## src/rtl/demux_subtrator_if.sv

```systemverilog
// demux_subtrator_if
//   Bundles the start/operand/result signals of the bit-serial demux
//   subtractor so that the bench and the design share one connection.
//
//   master modport (stimulus side):
//     drives   inicio, entrada_soma, entradaA, sel_demux
//     observes pronto, saidaB, saidaC, valido_B, valido_C, emprestimo
//   slave modport (demux_subtrator):
//     the same signals with the directions reversed.
interface demux_subtrator_if #(
  parameter int WIDTH = 4
);
  logic             inicio;
  logic [WIDTH-1:0] entrada_soma;
  logic [WIDTH-1:0] entradaA;
  logic             sel_demux;
  logic             pronto;
  logic [WIDTH-1:0] saidaB;
  logic [WIDTH-1:0] saidaC;
  logic             valido_B;
  logic             valido_C;
  logic             emprestimo;

  modport master (
    output inicio, entrada_soma, entradaA, sel_demux,
    input  pronto, saidaB, saidaC, valido_B, valido_C, emprestimo
  );

  modport slave (
    input  inicio, entrada_soma, entradaA, sel_demux,
    output pronto, saidaB, saidaC, valido_B, valido_C, emprestimo
  );
endinterface

```

## src/rtl/demux_subtrator.sv

```systemverilog
// demux_subtrator
//   Bit-serial subtractor whose result is steered to one of two registered
//   outputs. It computes entrada_soma - entradaA (mod 2^WIDTH) one bit per
//   clock, LSB first, and writes the difference to saidaB (sel_demux=0) or
//   saidaC (sel_demux=1). It undoes the A + mux(B, C) adder datapath.
//
//   Ports:
//     clk  - rising-edge clock
//     rst  - asynchronous, active-high reset
//     bus  - demux_subtrator_if.slave:
//              inicio        start request, taken only while pronto=1
//              entrada_soma  minuend
//              entradaA      subtrahend
//              sel_demux     0 -> saidaB, 1 -> saidaC
//              pronto        idle, ready for inicio
//              saidaB/saidaC last result steered to each output (held)
//              valido_B/C    one-cycle pulse when the matching output updates
//              emprestimo    final borrow (entrada_soma < entradaA)
//
//   Timing: inicio accepted at E0, bits processed at E1..E(WIDTH),
//   results visible after E(WIDTH+1); next start accepted at E(WIDTH+2).
module demux_subtrator #(
  parameter int WIDTH = 4
) (
  input  logic             clk,
  input  logic             rst,
  demux_subtrator_if.slave bus
);

  localparam int              CW       = $clog2(WIDTH);
  localparam logic [CW-1:0]   LAST_BIT = CW'(WIDTH - 1);

  typedef enum logic [1:0] {
    OCIOSO  = 2'd0,
    CALCULA = 2'd1,
    CONCLUI = 2'd2
  } state_t;

  state_t           state_q, state_d;
  logic [WIDTH-1:0] soma_q, soma_d;
  logic [WIDTH-1:0] a_q, a_d;
  logic             sel_q, sel_d;
  logic [CW-1:0]    cnt_q, cnt_d;
  logic             bw_q, bw_d;
  logic [WIDTH-1:0] diff_q, diff_d;
  logic [WIDTH-1:0] saida_b_q, saida_b_d;
  logic [WIDTH-1:0] saida_c_q, saida_c_d;
  logic             valido_b_q, valido_b_d;
  logic             valido_c_q, valido_c_d;
  logic             emprestimo_q, emprestimo_d;
  logic             pronto_q, pronto_d;
  logic             diff_bit;

  always_ff @(posedge clk or posedge rst) begin
    if (rst) begin
      state_q      <= OCIOSO;
      soma_q       <= '0;
      a_q          <= '0;
      sel_q        <= 1'b0;
      cnt_q        <= '0;
      bw_q         <= 1'b0;
      diff_q       <= '0;
      saida_b_q    <= '0;
      saida_c_q    <= '0;
      valido_b_q   <= 1'b0;
      valido_c_q   <= 1'b0;
      emprestimo_q <= 1'b0;
      pronto_q     <= 1'b1;
    end else begin
      state_q      <= state_d;
      soma_q       <= soma_d;
      a_q          <= a_d;
      sel_q        <= sel_d;
      cnt_q        <= cnt_d;
      bw_q         <= bw_d;
      diff_q       <= diff_d;
      saida_b_q    <= saida_b_d;
      saida_c_q    <= saida_c_d;
      valido_b_q   <= valido_b_d;
      valido_c_q   <= valido_c_d;
      emprestimo_q <= emprestimo_d;
      pronto_q     <= pronto_d;
    end
  end

  always_comb begin
    state_d      = state_q;
    soma_d       = soma_q;
    a_d          = a_q;
    sel_d        = sel_q;
    cnt_d        = cnt_q;
    bw_d         = bw_q;
    diff_d       = diff_q;
    saida_b_d    = saida_b_q;
    saida_c_d    = saida_c_q;
    valido_b_d   = 1'b0;
    valido_c_d   = 1'b0;
    emprestimo_d = emprestimo_q;
    pronto_d     = pronto_q;
    diff_bit     = 1'b0;

    case (state_q)
      OCIOSO: begin
        if (bus.inicio) begin
          soma_d   = bus.entrada_soma;
          a_d      = bus.entradaA;
          sel_d    = bus.sel_demux;
          cnt_d    = '0;
          bw_d     = 1'b0;
          pronto_d = 1'b0;
          state_d  = CALCULA;
        end
      end

      CALCULA: begin
        // Operands are shifted right so bit 0 is always the current bit;
        // the difference enters at the MSB so that after WIDTH shifts the
        // first (LSB) result bit has reached position 0.
        diff_bit = soma_q[0] ^ a_q[0] ^ bw_q;
        bw_d     = (~soma_q[0] & a_q[0]) | (~(soma_q[0] ^ a_q[0]) & bw_q);
        diff_d   = {diff_bit, diff_q[WIDTH-1:1]};
        soma_d   = soma_q >> 1;
        a_d      = a_q >> 1;
        cnt_d    = cnt_q + CW'(1);
        if (cnt_q == LAST_BIT) begin
          state_d = CONCLUI;
        end
      end

      CONCLUI: begin
        if (sel_q) begin
          saida_c_d  = diff_q;
          valido_c_d = 1'b1;
        end else begin
          saida_b_d  = diff_q;
          valido_b_d = 1'b1;
        end
        emprestimo_d = bw_q;
        pronto_d     = 1'b1;
        state_d      = OCIOSO;
      end

      default: begin
        state_d  = OCIOSO;
        pronto_d = 1'b1;
      end
    endcase
  end

  assign bus.pronto     = pronto_q;
  assign bus.saidaB     = saida_b_q;
  assign bus.saidaC     = saida_c_q;
  assign bus.valido_B   = valido_b_q;
  assign bus.valido_C   = valido_c_q;
  assign bus.emprestimo = emprestimo_q;

endmodule
```

## src/flat_wrapper.sv

```systemverilog
// flat-port wrapper written by rule: the top's interface ports become plain ports
module demux_subtrator_flat 
#(
  parameter int WIDTH = 4
)
  (clk, rst, bus_inicio, bus_entrada_soma, bus_entradaA, bus_sel_demux, bus_pronto, bus_saidaB, bus_saidaC, bus_valido_B, bus_valido_C, bus_emprestimo);
  demux_subtrator_if #(.WIDTH(WIDTH)) bus_i ();
  input  logic clk;
  input  logic rst;
  input wire logic [$bits(bus_i.inicio)-1:0] bus_inicio;
  input wire logic [$bits(bus_i.entrada_soma)-1:0] bus_entrada_soma;
  input wire logic [$bits(bus_i.entradaA)-1:0] bus_entradaA;
  input wire logic [$bits(bus_i.sel_demux)-1:0] bus_sel_demux;
  output wire logic [$bits(bus_i.pronto)-1:0] bus_pronto;
  output wire logic [$bits(bus_i.saidaB)-1:0] bus_saidaB;
  output wire logic [$bits(bus_i.saidaC)-1:0] bus_saidaC;
  output wire logic [$bits(bus_i.valido_B)-1:0] bus_valido_B;
  output wire logic [$bits(bus_i.valido_C)-1:0] bus_valido_C;
  output wire logic [$bits(bus_i.emprestimo)-1:0] bus_emprestimo;
  assign bus_i.inicio = bus_inicio;
  assign bus_i.entrada_soma = bus_entrada_soma;
  assign bus_i.entradaA = bus_entradaA;
  assign bus_i.sel_demux = bus_sel_demux;
  assign bus_pronto = bus_i.pronto;
  assign bus_saidaB = bus_i.saidaB;
  assign bus_saidaC = bus_i.saidaC;
  assign bus_valido_B = bus_i.valido_B;
  assign bus_valido_C = bus_i.valido_C;
  assign bus_emprestimo = bus_i.emprestimo;
  demux_subtrator #(.WIDTH(WIDTH)) u_core (.clk(clk), .rst(rst), .bus(bus_i));
endmodule
```

## config.mk

```make
export PLATFORM = sky130hd
export DESIGN_NAME = demux_subtrator_flat
export DESIGN_NICKNAME = d
export VERILOG_FILES = /design/src/rtl/demux_subtrator_if.sv /design/src/rtl/demux_subtrator.sv /design/src/flat_wrapper.sv
export SDC_FILE = /design/constraint.sdc
export NUM_CORES = 1
export LEC_CHECK = 0
export ABC_CLOCK_PERIOD_IN_PS = 1500
export BUFFER_PORTS_ARGS = -buffer_cell sky130_fd_sc_hd__buf_2
export CAP_MARGIN = 20
export CORE_MARGIN = 2
export CORE_UTILIZATION = 53
export DETAILED_ROUTE_END_ITERATION = 8
export PLACE_DENSITY = 0.77
export SKIP_LAST_GASP = 1
export SLEW_MARGIN = 5
export SYNTH_ARGS = -nofsm -noshare
export SYNTH_HDL_FRONTEND = slang
export SYNTH_SLANG_ARGS = --single-unit
```

## constraint.sdc

```tcl
create_clock -name clk -period 1.5 [get_ports clk]
set_clock_uncertainty 0.05 [all_clocks]
set_input_delay 0.225 -clock clk [delete_from_list [all_inputs] [get_ports clk]]
set_output_delay 0.225 -clock clk [all_outputs]
set_load 0.02 [all_outputs]
```

==> out/qor.csv, run 1 <==
metric;value;unit
power.switching;0.00120;W
power_density;2320;mW/mm2
grt_overflow;0;
synth-xor-area-share;0;%
power_leakage;0.791;nW
root_buffer;clkbuf_4;
via_count;866;
synthTopCellsByArea;dfrtp_1 (57%), mux2_2 (12%), inv_1 (3.2%), a222oi_1 (2.3%), nor3b_1 (2.3%);
cts_buffers;5;
holdWs;0.0733;ns
place_hpwl;1640;um
hp-class;in -> reg;
hold_viol;0;
synth_top_area_cell;dfrtp_1;
avgSynthCellArea;13.6;um2
grt_usage;19.8;%
grt_max_degree;31;
drive_gt1_share;45.0;%
final_antenna_net_count;0;
synthAdderAreaFrac;2.54;%
drt_wl_total;2330;um
worstPathMaxFanout;8;
syn_area;0.00128;mm2
fp-row-count;17;
arrival;1.55;ns
grtUsageMet3;8.47;%
clock_path_buffers;2;
ios;24;
gp_congestion;0.775;
synth_compound_area_share;8.68;%
synth-simple-area-share;10.7;%
critical_path_class;reg -> reg;
seq_area_frac_synth;58.6;%
ir_drop;1.63;mV
route.detailed.drc;0;
via_per_inst;5.52;
post_drt_wl_per_cell;14.8;um
rrSetupSlack;0.12;ns
maxCapViolations;0;
path_clk_slew;0.09;ns
drtPass1Iterations;4;
start_util;56.9;%
grt_antenna_before_repair;0;
syn_nets;108;
switching_share;33.0;%
htree_num_levels;2;
postSynthCellCount;94;
pre_cts_ws;0.0895;ns
busiest_layer;met2;
core-area;0.00225;mm2
worstMarginPinSlew;0.376;ns
drt_first_iter_violations;14;
fin_ws;0.124;ns
critical_path.startpoint_type;register;
post-route-min-period;1.38;ns
grt_pass1_vias;787;
ys_warn_count;0;
clock_latency;0.33;ns
grt_pass1_wl;3710;um
die_area;0.00283;mm2
cts_tree;done;
dp_cells;148;
final_nets;142;
pwr-share-comb;37.5;%
cellInternalPower;0.00245;W
crit_required;1.67;ns
finalSetupViolations;0;
met1_usage;22.0;%
slew_headroom;74.9;%
yosysTopAreaCellShare;56.6;%
rsz0062_at_grt;false;
endpoint_kind;register;
ys_seq_elements;30;
ys_types;28;
dieHeight;53.2;um
seqPwrFrac;39.1;%
slew_viol_final;0;
clockPowerShare;23.3;%
stdcell_count;157;
status;finished, final reports clean;
io_buffer_count;23;
synth_top_family_by_area;multiplexers;
period_share;91.8;%
cts_setup_buffers;0;
area_growth;22.8;%
synth.mux.area_fraction;13.1;%
clock-sinks;30;
dieWidth;53.2;um
fmax;727;MHz
met2_usage;32.1;%
setup_tns;0;ns
antenna_cells;0;
## layout make-up
cell class / instances / area (um2)
clock buffers: 6 / 51.3
clock inverters: 2 / 60.1
fillers: 165 / 679
inverters: 11 / 41.3
multi-input cells: 48 / 449
flip-flops and latches: 30 / 753
well taps: 28 / 35.0
repair buffers: 32 / 185
## Yosys cell counts, drive strengths merged
library cell and number:
nand4bb 1, fa 1, o311ai 1, nand2 1
a22o 3, nor2b 1, nand2b 1, and2b 1
o21bai 2, a21oi 1, mux2i 1, ha 1
inv 11, dfrtp 29, a222oi 3, nor4b 3
buf 5, dfstp 1, a211oi 3, mux2 14
nor3b 5, nand3b 1, nor2 3, and2 1
## final timing paths
| path | from | end | cells past startpoint |
|---|---|---|---|
| max | u_core.state_q[0] | u_core.sel_q | 2 |
| min | bus_entrada_soma[3] | u_core.soma_q[3] | 2 |
| max reg2reg | u_core.state_q[0] | u_core.sel_q | 2 |
| min reg2reg | u_core.bus.pronto | u_core.bus.pronto | 2 |
| max in group asynchronous | rst | u_core.bus.pronto | 4 |
| min in group asynchronous | rst | u_core.bus.saidaB[2] | 4 |
## stage by stage
| stage | total power [W] | utilization [%] | area [um2] |
|---|---|---|---|
| global placement | 0.00273 | 64.4 | 1450 |
| finish | 0.00365 | 69.9 | 1580 |
| floorplan | 0.00241 | - | 1280 |
| global route | 0.00387 | 69.9 | 1580 |
| CTS | 0.00369 | 69.8 | 1570 |
| detailed placement | 0.00282 | 64.4 | 1450 |
## registers in the layout, indices dropped and copies added, names as in the netlist
register	count
u_core.soma_q	4
u_core.bus.pronto	1
u_core.bus.valido_C	1
u_core.sel_q	1
u_core.diff_q	4
u_core.bus.saidaC	4
u_core.bus.valido_B	1
u_core.bus.saidaB	4
u_core.state_q	2
u_core.cnt_q	2
u_core.bw_q	1
u_core.a_q	4
u_core.bus.emprestimo	1
## cell families (layout without fill, tap and decap cells)
group / after synthesis / after routing
muxes: 15 / 15
adders and majority gates: 2 / 2
buffers and inverters: 16 / 51
and+or+nand+nor: 18 / 18
AOI/OAI and AO/OA: 13 / 13
DFF: 30 / 30
## worst max-delay path: stages, from the launching register on
cell	delay, ns
dfrtp_2	0.48
nor3b_1	0.36
mux2_2	0.38
## metal layers
| metal | share of wire (%) | vias up |
|---|---|---|
| met5 | 0 | - |
| li1 | - | 405 |
| met2 | 50 | 29 |
| met4 | 1.2 | 0 |
| met3 | 5.7 | 4 |
| met1 | 43 | 428 |
## power by group through the flow
| stage | Sequential, W | Combinational (W) | Clock, W |
|---|---|---|---|
| after floorplan | 0.00154 | 0.000864 | 0 |
| after global placement | 0.00142 | 0.00131 | 0 |
| after detailed placement | 0.00145 | 0.00137 | 0 |
| after CTS | 0.00143 | 0.00139 | 0.000862 |
| after global routing | 0.00148 | 0.00150 | 0.000892 |
| final | 0.00143 | 0.00137 | 0.000852 |
## repair_timing
item | 4_1_cts | 5_1_grt
hold endpoints to repair | 29 | 0
hold buffers | 1 | 0
resized for setup | 0 | 1
setup endpoints to repair | 0 | 3
## cells in the final DEF (no fill, tap or decap), drive strengths merged
cell          n
nor2          3
dfrtp        29
nand2b        1
dlygate4sd3   1
mux2i         1
clkbuf        6
and2b         1
inv          11
o21bai        2
ha            1
a211oi        3
a21oi         1
fa            1
a22o          3
dfstp         1
nand3b        1
nor2b         1
bufinv        2
nor3b         5
and2          1
nand2         1
nor4b         3
buf          31
nand4bb       1
mux2         14
a222oi        3
o311ai        1
Power figures use the tool's default switching activity.
==> run 2: changes to the inputs <==
--- a/config.mk
+++ b/config.mk
@@ -5,9 +5,11 @@
 export SDC_FILE = /design/constraint.sdc
 export NUM_CORES = 1
 export LEC_CHECK = 0
+export ABC_AREA = 1
 export ABC_CLOCK_PERIOD_IN_PS = 1500
 export BUFFER_PORTS_ARGS = -buffer_cell sky130_fd_sc_hd__buf_2
 export CAP_MARGIN = 20
+export CORE_ASPECT_RATIO = 1.1
 export CORE_MARGIN = 2
 export CORE_UTILIZATION = 53
 export DETAILED_ROUTE_END_ITERATION = 8
==> run 2 against run 1 <==
Compared with the run above:
- non-clock buffer count decreased by 3
- critical path depth is 1 lower
- largest power group unchanged
- highest routed layer unchanged
- combinational power shrank 17%
- via count is 13% higher
- first-iteration DRC count grew 14%
- die area decreased by 2.6%
- worst hold slack got worse by 0.043 ns
- utilization fell by 4.2 points
- register-to-register slack better by 0.096 ns
- final cell count rose by 28%
- sequential power is 7% lower
- largest cell class unchanged
- synthesized area shrank 2.8%
==> out/qor.csv, run 2 <==
metric;value;unit;change
pwr-share-comb;39.0;%;was 37.5%
path_clk_slew;0.09;ns;about the same
grt_max_degree;18;;was 31
grt_pass1_wl;4060;um;was 3710 um
seq_area_frac_synth;60.3;%;was 58.6%
critical_path_buf_inv_count;1;;was 0
dp_cells;192;;was 148
setup_tns;0;ns;unchanged
post_drt_wl_per_cell;11.8;um;was 14.8 um
worstMarginPinSlew;0.444;ns;was 0.376 ns
core-area;0.00223;mm2;was 0.00225 mm2
fill_cells;190;;was 165
postSynthCellCount;138;;was 94
ir_drop;1.09;mV;was 1.63 mV
grt_antenna_before_repair;0;;unchanged
drive_gt1_share;22.2;%;was 45.0%
drt_first_iter_violations;16;;was 14
area_growth;17.5;%;was 22.8%
rsz0062_at_grt;false;;unchanged
clock_latency;0.33;ns;about the same
status;finished, final reports clean;;unchanged
ys_types;17;;was 28
worstPathMaxFanout;2;;was 8
critical_path_class;reg -> out;;was reg -> reg
wl_met1;957;um;was 991 um
dieWidth;50.2;um;was 53.2 um
cp-startpoint;u_core.bus.pronto;;was u_core.state_q[0]
ctsResizeCount;0;;unchanged
maxCapViolations;0;;unchanged
yosysMostFrequentCell;nand2_1;;was dfrtp_1
yosysTopAreaCellShare;58.2;%;was 56.6%
slew_viol_final;0;;unchanged
syn_area;0.00125;mm2;was 0.00128 mm2
cp_cell_sequence;buf_2;;was nor3b_1 > mux2_2
top_layer_used;met4;;unchanged
drt_wl_total;2380;um;was 2330 um
slew_headroom;70.4;%;was 74.9%
final_nets;184;;was 142
avgSynthCellArea;9.03;um2;was 13.6 um2
route.detailed.drc;0;;unchanged
clock-sinks;30;;unchanged
ys_seq_elements;30;;unchanged
antenna_cells;0;;unchanged
power.switching;0.00119;W;was 0.00120 W
start_util;55.9;%;was 56.9%
layout_common_cells;nand2_1 (58), dfrtp_1 (29), buf_2 (23), inv_1 (12), o21ai_0 (10);;was dfrtp_1 (28), buf_2 (23), mux2_2 (14), inv_1 (11), buf_4 (8)
switching_share;40.8;%;was 33.0%
endpoint_kind;output port;;was register
cpMaxStageDelayCell;dfstp_2;;was dfrtp_2
ios;24;;unchanged
synth_top_area_cell;dfrtp_1;;unchanged
clock_path_buffers;2;;unchanged
grt_usage;21.3;%;was 19.8%
hp-class;in -> reg;;unchanged
final_common_cell;nand2_1;;was dfrtp_1
via_per_inst;4.89;;was 5.52
critical_path.startpoint_type;register;;unchanged
synth_ff_type;dfrtp_1;;unchanged
holdWs;0.0303;ns;was 0.0733 ns
hold_viol;0;;unchanged
power_density;1990;mW/mm2;was 2320 mW/mm2
crit_required;1.22;ns;was 1.67 ns
root_buffer;clkbuf_4;;unchanged
grt_overflow;0;;unchanged
htree_num_levels;2;;unchanged
syn_nets;152;;was 108
via_count;982;;was 866
dieHeight;54.9;um;was 53.2 um
synth_edf_count;0;;unchanged
ys_warn_count;0;;unchanged
clockPowerShare;15.4;%;was 23.3%
cp_top_family;flip-flops;;unchanged
gp_congestion;0.814;;was 0.775
cts_buffers;5;;unchanged
post-route-min-period;1.29;ns;was 1.38 ns
cpPeakStageDelay;0.54;ns;was 0.48 ns
io_buffer_count;23;;unchanged
place_hpwl;1770;um;was 1640 um
arrival;1.02;ns;was 1.55 ns
synth-async-reset-ratio;100;%;unchanged
fp-row-count;18;;was 17
period_share;86.0;%;was 91.8%
synthTopCellsByArea;dfrtp_1 (58%), nand2_1 (17%), o21ai_0 (4.0%), inv_1 (3.6%), nand3_1 (3.2%);;was dfrtp_1 (57%), mux2_2 (12%), inv_1 (3.2%), a222oi_1 (2.3%), nor3b_1 (2.3%)
wl_met3;159;um;was 133 um
stdcell_count;201;;was 157
finalPower;0.00291;W;was 0.00365 W
ys_top_cells_by_count;nand2_1 (58), dfrtp_1 (29), inv_1 (12);;was dfrtp_1 (29), mux2_2 (14), inv_1 (11)
fmax;775;MHz;was 727 MHz
cellInternalPower;0.00173;W;was 0.00245 W
min_from;bus_entradaA[3];;was bus_entrada_soma[3]
drtPass1Iterations;4;;unchanged
final_antenna_net_count;0;;unchanged
cts_tree;done;;unchanged
power_leakage;0.815;nW;was 0.791 nW
die_area;0.00276;mm2;was 0.00283 mm2
finalSetupViolations;0;;unchanged
seqPwrFrac;45.6;%;was 39.1%
grt_pass1_vias;964;;was 787
r2r_start;u_core.state_q[1];;was u_core.state_q[0]
wl_met2;1210;um;was 1170 um
-- run 2: cell count changes in the layout (fill, tap and decap cells not counted), sizes merged, moves of 5 or more --
cell,previous run,this run
mux2,14,0
nand2,1,60
nand3,0,8
o21ai,0,16
nor3b,5,0
-- run 2: final cells by class --
class | count | area (um2) | area share (%)
Clock buffer | 8 | 48.8 | 3.33
Timing Repair Buffer | 29 | 163 | 11.1
Multi-Input combinational cell | 92 | 418 | 28.5
Sequential cell | 30 | 752 | 51.4
Tap cell | 30 | 37.5 | 2.56
Inverter | 12 | 45.0 | 3.08
-- run 2: worst paths after layout --
| check | to | slack, ns | cells past startpoint |
|---|---|---|---|
| max in group asynchronous | u_core.bus.emprestimo | 0.50 | 4 |
| min reg2reg | u_core.cnt_q[1] | 0.43 | 2 |
| max | bus_pronto | 0.21 | 1 |
| min | u_core.a_q[3] | 0.03 | 3 |
| min in group asynchronous | u_core.state_q[1] | 0.38 | 3 |
| max reg2reg | u_core.soma_q[0] | 0.22 | 6 |
-- run 2: power by group through the flow --
stage                     Clock, W  Sequential [W]  Combinational, W
after floorplan                  0         0.00144          0.000730
after global placement           0         0.00133           0.00109
after detailed placement         0         0.00135           0.00114
after CTS                 0.000463         0.00133           0.00115
after global routing      0.000502         0.00137           0.00131
final                     0.000449         0.00133           0.00114
-- run 2: routing by layer --
layer,vias to the layer above,GRT usage (%)
li1,493,-
met1,452,21.4
met3,7,7.38
met2,30,39.0
met5,-,0
met4,0,11.6
-- run 2: timing repair --
action / 4_1_cts / 5_1_grt
hold buffers: 1 / 0
buffers inserted: 0 / 0
hold endpoints to repair: 9 / 0
setup endpoints to repair: 0 / 0
-- run 2: cell families (layout without fill, tap and decap cells) --
group | Yosys count | count (layout) | share of synthesized area (%)
flops | 30 | 30 | 60.3
compound gates | 17 | 17 | 6.93
fa+ha+maj | 2 | 2 | 2.61
buf+inv | 16 | 49 | 6.12
simple gates | 73 | 73 | 24.0
-- run 2: worst min-delay path, delay by kind of cell --
kind          cells  cell delay, ns
buf+inv           1            0.07
simple gates      2            0.08
-- run 2: through the flow --
stage | util (%) | setup slack (ns) | area (um2)
after floorplan | - | 0.371 | 1250
after global placement | 63.0 | 0.285 | 1410
after detailed placement | 63.0 | 0.230 | 1410
after CTS | 65.7 | 0.188 | 1460
after global routing | 65.7 | 0.0617 | 1460
final | 65.7 | 0.210 | 1460
==> run 3: changes to the inputs <==
--- a/config.mk
+++ b/config.mk
@@ -14,6 +14,7 @@
 export CORE_UTILIZATION = 53
 export DETAILED_ROUTE_END_ITERATION = 8
 export PLACE_DENSITY = 0.77
+export RECOVER_POWER = 25
 export SKIP_LAST_GASP = 1
 export SLEW_MARGIN = 5
 export SYNTH_ARGS = -nofsm -noshare
==> run 3 against run 2 <==
Compared with the run above:
- setup slack worse by 0.0038 ns
- combinational power barely moved
- flip-flop and latch count unchanged
- first-iteration DRC count unchanged
- worst hold slack about the same
- final cell count unchanged
- non-clock buffer count is the same
- maximum frequency down 0.29%
- largest power group unchanged
- count of clock-buffer cells in the layout unchanged
- utilization fell by 0.28 points
- critical endpoint unchanged
- total power decreased by 0.17%
- largest cell class unchanged
==> out/qor.csv, run 3 (synthesized netlist as in run 2, its figures left out) <==
metric;value;unit;change
status;finished, final reports clean;;unchanged
clock-sinks;30;;unchanged
slew_viol_final;0;;unchanged
rsz0062_at_grt;false;;unchanged
grt_pass1_wl;4060;um;unchanged
wl_met2;1230;um;was 1210 um
layout_common_cells;nand2_1 (58), dfrtp_1 (29), buf_2 (23), inv_1 (12), o21ai_0 (10);;unchanged
grt_usage;21.3;%;unchanged
fmax;773;MHz;was 775 MHz
grt_overflow;0;;unchanged
ios;24;;unchanged
via_count;979;;was 982
clock_path_buffers;2;;unchanged
critical_path.startpoint_type;register;;unchanged
power_density;2000;mW/mm2;was 1990 mW/mm2
ir_drop;1.09;mV;about the same
io_buffer_count;23;;unchanged
hp-class;in -> reg;;unchanged
top_layer_used;met4;;unchanged
maxCapViolations;0;;unchanged
path_clk_slew;0.09;ns;about the same
critical_path_class;reg -> out;;unchanged
core-area;0.00223;mm2;unchanged
finalSetupViolations;0;;unchanged
drt_wl_total;2380;um;about the same
root_buffer;clkbuf_4;;unchanged
via_per_inst;4.87;;was 4.89
cp_cell_sequence;buf_2;;unchanged
grt_antenna_before_repair;0;;unchanged
cts_tree;done;;unchanged
htree_num_levels;2;;unchanged
drive_gt1_share;21.1;%;was 22.2%
start_util;55.9;%;unchanged
setup_tns;0;ns;unchanged
endpoint_kind;output port;;unchanged
place_hpwl;1770;um;unchanged
cpMaxStageDelayCell;dfstp_2;;unchanged
worstPathMaxFanout;2;;unchanged
post-route-min-period;1.29;ns;about the same
holdWs;0.0300;ns;was 0.0303 ns
hold_viol;0;;unchanged
slew_headroom;70.0;%;was 70.4%
wl_met1;939;um;was 957 um
grt_pass1_vias;964;;unchanged
area_growth;17.0;%;was 17.5%
cts_buffers;5;;unchanged
wl_met3;161;um;was 159 um
worstMarginPinSlew;0.451;ns;was 0.444 ns
antenna_cells;0;;unchanged
final_antenna_net_count;0;;unchanged
arrival;1.02;ns;about the same
final_nets;184;;unchanged
power_leakage;0.811;nW;was 0.815 nW
post_drt_wl_per_cell;11.8;um;about the same
gp_congestion;0.814;;unchanged
cp_top_family;flip-flops;;unchanged
fp-row-count;18;;unchanged
fill_cells;193;;was 190
grt_max_degree;18;;unchanged
die_area;0.00276;mm2;unchanged
critical_path_buf_inv_count;1;;unchanged
dieHeight;54.9;um;unchanged
drt_first_iter_violations;16;;unchanged
crit_required;1.22;ns;about the same
final_common_cell;nand2_1;;unchanged
period_share;86.3;%;was 86.0%
dieWidth;50.2;um;unchanged
route.detailed.drc;0;;unchanged
cpPeakStageDelay;0.54;ns;about the same
drtPass1Iterations;4;;unchanged
clock_latency;0.33;ns;about the same
## run 3: cell count changes in the layout (fill, tap and decap cells not counted), sizes merged
cell    change
buf         -1
clkbuf      +1
## run 3: power breakdown
part           total [W]  switching (W)  internal [W]
combinational    0.00113       0.000731      0.000402
clock           0.000449       0.000263      0.000186
sequential       0.00133       0.000191       0.00114
total            0.00291        0.00118       0.00172
## run 3: layer usage
| layer | up-vias | track usage [%] |
|---|---|---|
| li1 | 493 | - |
| met1 | 447 | 21.4 |
| met2 | 32 | 39.0 |
| met3 | 7 | 7.38 |
| met4 | 0 | 11.6 |
| met5 | - | 0 |
## run 3: path summary, 6_finish.rpt
path                       cells after the start               from  slack (ns)                    to
setup / recovery                               1  u_core.bus.pronto        0.21            bus_pronto
hold / removal                                 3    bus_entradaA[3]        0.03         u_core.a_q[3]
setup reg to reg                               6  u_core.state_q[1]        0.24      u_core.soma_q[0]
hold reg to reg                                2    u_core.cnt_q[1]        0.43       u_core.cnt_q[1]
max in group asynchronous                      4                rst        0.29  u_core.bus.saidaB[1]
min in group asynchronous                      3                rst        0.38     u_core.state_q[1]
## run 3: area by class of cell
| cell class | count | area (um2) | area share [%] |
|---|---|---|---|
| flip-flops and latches | 30 | 752 | 51.6 |
| multi-input cells | 92 | 415 | 28.5 |
| repair buffers | 29 | 159 | 10.9 |
| well taps | 30 | 37.5 | 2.58 |
| clock buffers | 8 | 48.8 | 3.35 |
| inverters | 12 | 45.0 | 3.09 |
## run 3: timing repair
item	in CTS	in global routing
buffers inserted	0	0
hold endpoints to repair	9	0
hold buffers	1	0
resized for setup	0	0
## run 3: through the flow
step | instances | setup WS (ns) | area (um2) | total power [W] | utilization [%]
after floorplan | 138 | 0.371 | 1250 | 0.00217 | -
after global routing | 201 | 0.0825 | 1460 | 0.00318 | 65.4
after CTS | 201 | 0.188 | 1460 | 0.00294 | 65.7
after detailed placement | 192 | 0.230 | 1410 | 0.00249 | 63.0
final | 201 | 0.206 | 1460 | 0.00291 | 65.4
after global placement | 192 | 0.285 | 1410 | 0.00242 | 63.0
